==> config.mk <==
export PLATFORM = sky130hd
export DESIGN_NAME = axi_enhanced_rx_dsc_switch
export DESIGN_NICKNAME = d
export VERILOG_FILES = /design/src/rtl/axi_enhanced_rx_dsc_switch.sv
export SDC_FILE = /design/constraint.sdc
export NUM_CORES = 1
export LEC_CHECK = 0
export ABC_CLOCK_PERIOD_IN_PS = 3700
export CAP_MARGIN = 5
export CORE_AREA = 2 2 144 146
export DETAILED_ROUTE_END_ITERATION = 16
export DIE_AREA = 0 0 146 148
export DONT_BUFFER_PORTS = 1
export GPL_TIMING_DRIVEN = 0
export SLEW_MARGIN = 15
export SYNTH_ARGS = -nofsm -noshare
export SYNTH_HDL_FRONTEND = slang
export SYNTH_SLANG_ARGS = --single-unit
export TNS_END_PERCENT = 1
==> constraint.sdc <==
create_clock -name com_iclk -period 3.7 [get_ports com_iclk]
set_input_delay 0.74 -clock com_iclk [delete_from_list [all_inputs] [get_ports com_iclk]]
set_output_delay 0.74 -clock com_iclk [all_outputs]
set_load 0.02 [all_outputs]
==> src/rtl/axi_enhanced_rx_dsc_switch.sv <==
// Final RX output stage: registers upstream beats onto m_axis_rx_*, pads a discontinued
// multi-beat packet with null-generator beats, then discards the rest of that packet.
module axi_enhanced_rx_dsc_switch #(
  parameter int C_DATA_WIDTH = 128,
  parameter int TCQ          = 1,
  parameter int STRB_WIDTH   = C_DATA_WIDTH / 8
) (
  input  logic                    com_iclk,
  input  logic                    com_sysrst_n,

  input  logic [C_DATA_WIDTH-1:0] in_tdata,
  input  logic                    in_tvalid,
  input  logic                    in_tlast,
  input  logic [STRB_WIDTH-1:0]   in_tstrb,
  input  logic [21:0]             in_tuser,
  input  logic                    in_dsc,
  output logic                    in_tready,

  input  logic                    null_rx_tvalid,
  input  logic                    null_rx_tlast,
  input  logic [STRB_WIDTH-1:0]   null_rx_tstrb,
  input  logic [4:0]              null_is_eof,

  output logic [C_DATA_WIDTH-1:0] m_axis_rx_tdata,
  output logic                    m_axis_rx_tvalid,
  output logic                    m_axis_rx_tlast,
  output logic [STRB_WIDTH-1:0]   m_axis_rx_tstrb,
  output logic [21:0]             m_axis_rx_tuser,
  input  logic                    m_axis_rx_tready,

  output logic [7:0]              dsc_count
);

  typedef enum logic [1:0] {
    PASS      = 2'd0,
    NULL_FILL = 2'd1,
    DROP      = 2'd2
  } state_t;

  state_t state, state_nxt;

  logic in_pkt;
  logic up_eof_seen;
  logic load_en;
  logic accept;
  logic in_eof;
  logic load_pass;
  logic load_null;
  logic dsc_evt;
  logic enter_null;

  // TCQ is kept for parameter compatibility with the rest of the core; unused here.
  logic unused_tcq;
  assign unused_tcq = TCQ[0];

  assign load_en = !m_axis_rx_tvalid || m_axis_rx_tready;
  assign in_eof  = in_tuser[21];
  assign accept  = in_tvalid && in_tready;

  always_comb begin
    // NOTE: every signal driven here gets a default first, so no path can infer a latch.
    state_nxt  = state;
    in_tready  = 1'b0;
    load_pass  = 1'b0;
    load_null  = 1'b0;
    dsc_evt    = 1'b0;
    enter_null = 1'b0;

    unique case (state)
      PASS: begin
        in_tready = load_en;
        if (in_tvalid && load_en) begin
          if (!in_dsc) begin
            load_pass = 1'b1;
          end else begin
            dsc_evt = 1'b1;
            if (in_pkt) begin
              enter_null = 1'b1;
              state_nxt  = NULL_FILL;
            end else if (!in_eof) begin
              state_nxt = DROP;
            end
          end
        end
      end
      NULL_FILL: begin
        if (load_en && null_rx_tvalid) begin
          load_null = 1'b1;
          if (null_rx_tlast) state_nxt = up_eof_seen ? PASS : DROP;
        end
      end
      DROP: begin
        in_tready = 1'b1;
        if (in_tvalid && in_eof) state_nxt = PASS;
      end
      default: state_nxt = PASS;
    endcase

    // Upstream must see backpressure for the whole time reset is held.
    if (!com_sysrst_n) in_tready = 1'b0;
  end

  // NOTE: sequential state is written only with non-blocking assignments so every flop
  // samples pre-edge values regardless of process evaluation order.
  always_ff @(posedge com_iclk or negedge com_sysrst_n) begin
    if (!com_sysrst_n) begin
      state       <= PASS;
      in_pkt      <= 1'b0;
      up_eof_seen <= 1'b0;
      dsc_count   <= 8'd0;
    end else begin
      state <= state_nxt;
      if (accept) in_pkt <= !in_eof;
      if (enter_null) up_eof_seen <= in_eof;
      if (dsc_evt && (dsc_count != 8'hFF)) dsc_count <= dsc_count + 8'd1;
    end
  end

  // NOTE: the data path is reset too, because downstream and the null generator's shadow
  // inputs observe these registers directly and must see all-zero beats out of reset.
  always_ff @(posedge com_iclk or negedge com_sysrst_n) begin
    if (!com_sysrst_n) begin
      m_axis_rx_tdata  <= '0;
      m_axis_rx_tvalid <= 1'b0;
      m_axis_rx_tlast  <= 1'b0;
      m_axis_rx_tstrb  <= '0;
      m_axis_rx_tuser  <= '0;
    end else if (load_en) begin
      m_axis_rx_tvalid <= load_pass || load_null;
      if (load_pass) begin
        m_axis_rx_tdata <= in_tdata;
        m_axis_rx_tlast <= in_tlast;
        m_axis_rx_tstrb <= in_tstrb;
        m_axis_rx_tuser <= in_tuser;
      end else if (load_null) begin
        // Padding beat: zero payload, null-gen eof position, error-forward set.
        m_axis_rx_tdata <= '0;
        m_axis_rx_tlast <= null_rx_tlast;
        m_axis_rx_tstrb <= null_rx_tstrb;
        m_axis_rx_tuser <= {null_is_eof, 15'd0, 1'b1, 1'b0};
      end
    end
  end

endmodule
==> impl_metrics.ini <==
[detailed_routing]
wl_per_cell_um = 23.3
drc = 0
via_per_inst = 5.47
drtPass1Iterations = 4
drtIter0Drc = 180
ant_nets = 0
vias = 4520
drt-total-wl_um = 19300

[grt]
grt_pass1_wl_um = 28400
grtUsageTotal_pct = 17.2
grt_pass1_vias = 4763
gr-total-overflow = 0
grt_max_degree = 168
grt_antenna_before_repair = 3

[timing]
min_period_ns = 2.63
fmax_mhz = 380
rsz0062_at_grt = false
timing.final.crit_share_pct = 71.2
worst_clock_skew_ns = 0.00706
setup_viol = 0
fin_tns_setup_ns = 0
drv_slew = 0
relSlewSlack_pct = 56.8
setup_ws_ns = 1.07
finalHoldViolCount = 0
worstMarginPinSlew_ns = 0.646

[setup_path]
cp.required_ns = 4.04
cp-start-kind = flip-flop
reg2reg_setup_slack_ns = 1.07
rr_endpoint = m_axis_rx_tdata[82]
critical_path_class = flip-flop to flip-flop
cp-startpoint = m_axis_rx_tvalid
r2r_cells = 6
endpoint = m_axis_rx_tdata[82]
rr_startpoint = m_axis_rx_tvalid
cp_max_fo = 10
crit_arrival_ns = 2.98
endpoint_kind = flip-flop

[placement]
gp_congestion = 0.944
hpwlAfterDp_um = 14300
port_buffers = 0
post-place-ws_ns = 0.783

[clock_tree]
clock_latency_ns = 0.41
clk_pin_slew_ns = 0.07
cts-root-buf = clkbuf_16
cts.htree.levels = 4
clock_path_buffers = 2
cts_tree = built
cts_made_buffers = 17
cts_sinks = 180

[logic_synthesis]
syn_area_um2 = 6760
ys_seq_area_share_pct = 66.7
syn_nets = 714
synth_cells = 518
synth_area_per_cell_um2 = 13.0
yosys_warnings = 0
synth-seq-cells = 180
ys_types = 39

[finish]
drive_gt1_share_pct = 9.22
nets = 736
final_util_pct = 38.7
fill_cells = 1920
area_delta_synth_final_pct = 14.9

[floorplanning]
die_h_um = 148
dieArea_um2 = 21600
die_x_um = 146
rows = 52
ios = 372
start_util_pct = 33.7
placeableCoreArea_um2 = 20000

[flow_run]
cap_viol_max_count = 0

[power]
p_per_area_nw_per_um2 = 1020
p_leak_uw = 0.00364
vdd_drop_max_mv = 0.339
power_uw = 7890

[status]
outcome = finished clean

[min_path]
hold_class = primary input to async pin
registers in the layout, summed over array words and instances, names as in the netlist:
register          count
m_axis_rx_tvalid      1
m_axis_rx_tuser      22
up_eof_seen           1
dsc_count             8
m_axis_rx_tlast       1
state                 2
in_pkt                1
m_axis_rx_tstrb      16
m_axis_rx_tdata     128
synth_stat cells, drive strengths merged:
cell type / n / area, µm²
a31oi: 1 / 6.26
o21ai: 2 / 10.0
inv: 5 / 18.8
and4: 1 / 8.76
nand4: 2 / 12.5
nand2: 31 / 116
a21oi: 46 / 230
nor3: 5 / 30.0
mux2: 2 / 22.5
nor4: 3 / 40.0
xnor2: 1 / 8.76
or3b: 1 / 8.76
o211a: 1 / 10.0
nor2: 28 / 108
clkbuf: 26 / 97.6
xor2: 3 / 26.3
o21a: 1 / 7.51
buf: 16 / 90.1
o22a: 1 / 8.76
a22o: 145 / 1270
a22oi: 1 / 7.51
nand3: 6 / 30.0
nand2b: 1 / 6.26
nor3b: 1 / 7.51
a41oi: 1 / 8.76
nor2b: 2 / 15.0
and3: 1 / 6.26
mux2i: 1 / 10.0
dfrtp: 180 / 4500
ha: 1 / 12.5
or3: 2 / 17.5
through the flow:
step | instance area (µm²) | hold WS, ns | cells
2_1_floorplan | 6760 | 0.444 | 518
3_3_place_gp | 7090 | 0.449 | 788
3_5_place_dp | 7090 | 0.449 | 788
4_1_cts | 7730 | 0.00612 | 821
5_1_grt | 7760 | 0.00273 | 826
6_report | 7760 | 0.0389 | 826
what timing repair did:
action | CTS | global route
endpoints found under the hold margin | 15 | 1
buffers inserted | 0 | 0
gates resized for setup | 0 | 0
hold buffers | 1 | 2
power by group:
| part | switching (µW) | internal (µW) |
|---|---|---|
| Sequential | 1760 | 2800 |
| Clock | 758 | 1150 |
| Combinational | 708 | 714 |
| Total | 3230 | 4660 |
cells in the final DEF, fill, tap and decap left out, types with 3 or more instances in the layout:
cell             n
buf_2           12
nor3_1           4
clkbuf_16       17
bufinv_16        4
inv_1            5
diode_2          3
nor2_1          27
dlygate4sd3_1    3
a21oi_1         46
dfrtp_1        180
nand2_1         31
inv_6            4
nand3_1          6
xor2_1           3
clkbuf_1        29
a22o_1         145
critical path, stage by stage (launching register included):
cell and delay, ns:
dfrtp_1 0.48, nor2b_1 0.48, nor3_2 0.18, nor2_2 0.51, buf_2 0.40, buf_2 0.33, a22o_1 0.19
logic make-up (layout without fill, tap and decap cells):
| family | count (synthesis) | after routing | share of synthesized area [%] |
|---|---|---|---|
| AOI/OAI and AO/OA | 199 | 199 | 23.1 |
| DFF | 180 | 180 | 66.7 |
| and+or+nand+nor | 84 | 84 | 6.02 |
| buffers and inverters | 47 | 82 | 3.06 |
| xor gates and xnor gates | 4 | 4 | 0.519 |
| muxes | 3 | 3 | 0.481 |
| adders and majority gates | 1 | 1 | 0.185 |
| other | 0 | 3 | 0 |
layout make-up:
type / instances / area (µm²) / area share [%]
sequential: 180 / 4500 / 58.0
antenna: 3 / 7.51 / 0.0967
clock inverter: 12 / 191 / 2.47
timing repair buffer: 3 / 30.0 / 0.387
multi-input combinational: 291 / 2050 / 26.4
inverter: 5 / 18.8 / 0.242
buffer: 42 / 188 / 2.42
tap: 270 / 338 / 4.35
clock buffer: 20 / 437 / 5.63
routing by layer:
metal | global-route usage, % | wire, µm | vias up
met5 | 0 | 0 | -
met4 | 8.88 | 694 | 0
met3 | 5.86 | 1530 | 40
met2 | 29.3 | 9790 | 263
met1 | 19.3 | 7250 | 2253
li1 | - | - | 1964
worst min-delay path by stage:
stage / cells past startpoint / slack (ns) / endpoint / start
after detailed placement: 0 / 0.45 / dsc_count[6] / com_sysrst_n
after floorplan: 0 / 0.44 / dsc_count[0] / com_sysrst_n
after global placement: 0 / 0.45 / dsc_count[6] / com_sysrst_n
final: 0 / 0.04 / m_axis_rx_tlast / com_sysrst_n
after global routing: 0 / 0.003 / m_axis_rx_tlast / com_sysrst_n
after CTS: 0 / 0.006 / m_axis_rx_tuser[19] / com_sysrst_n
(Power assumes the default switching activity.)
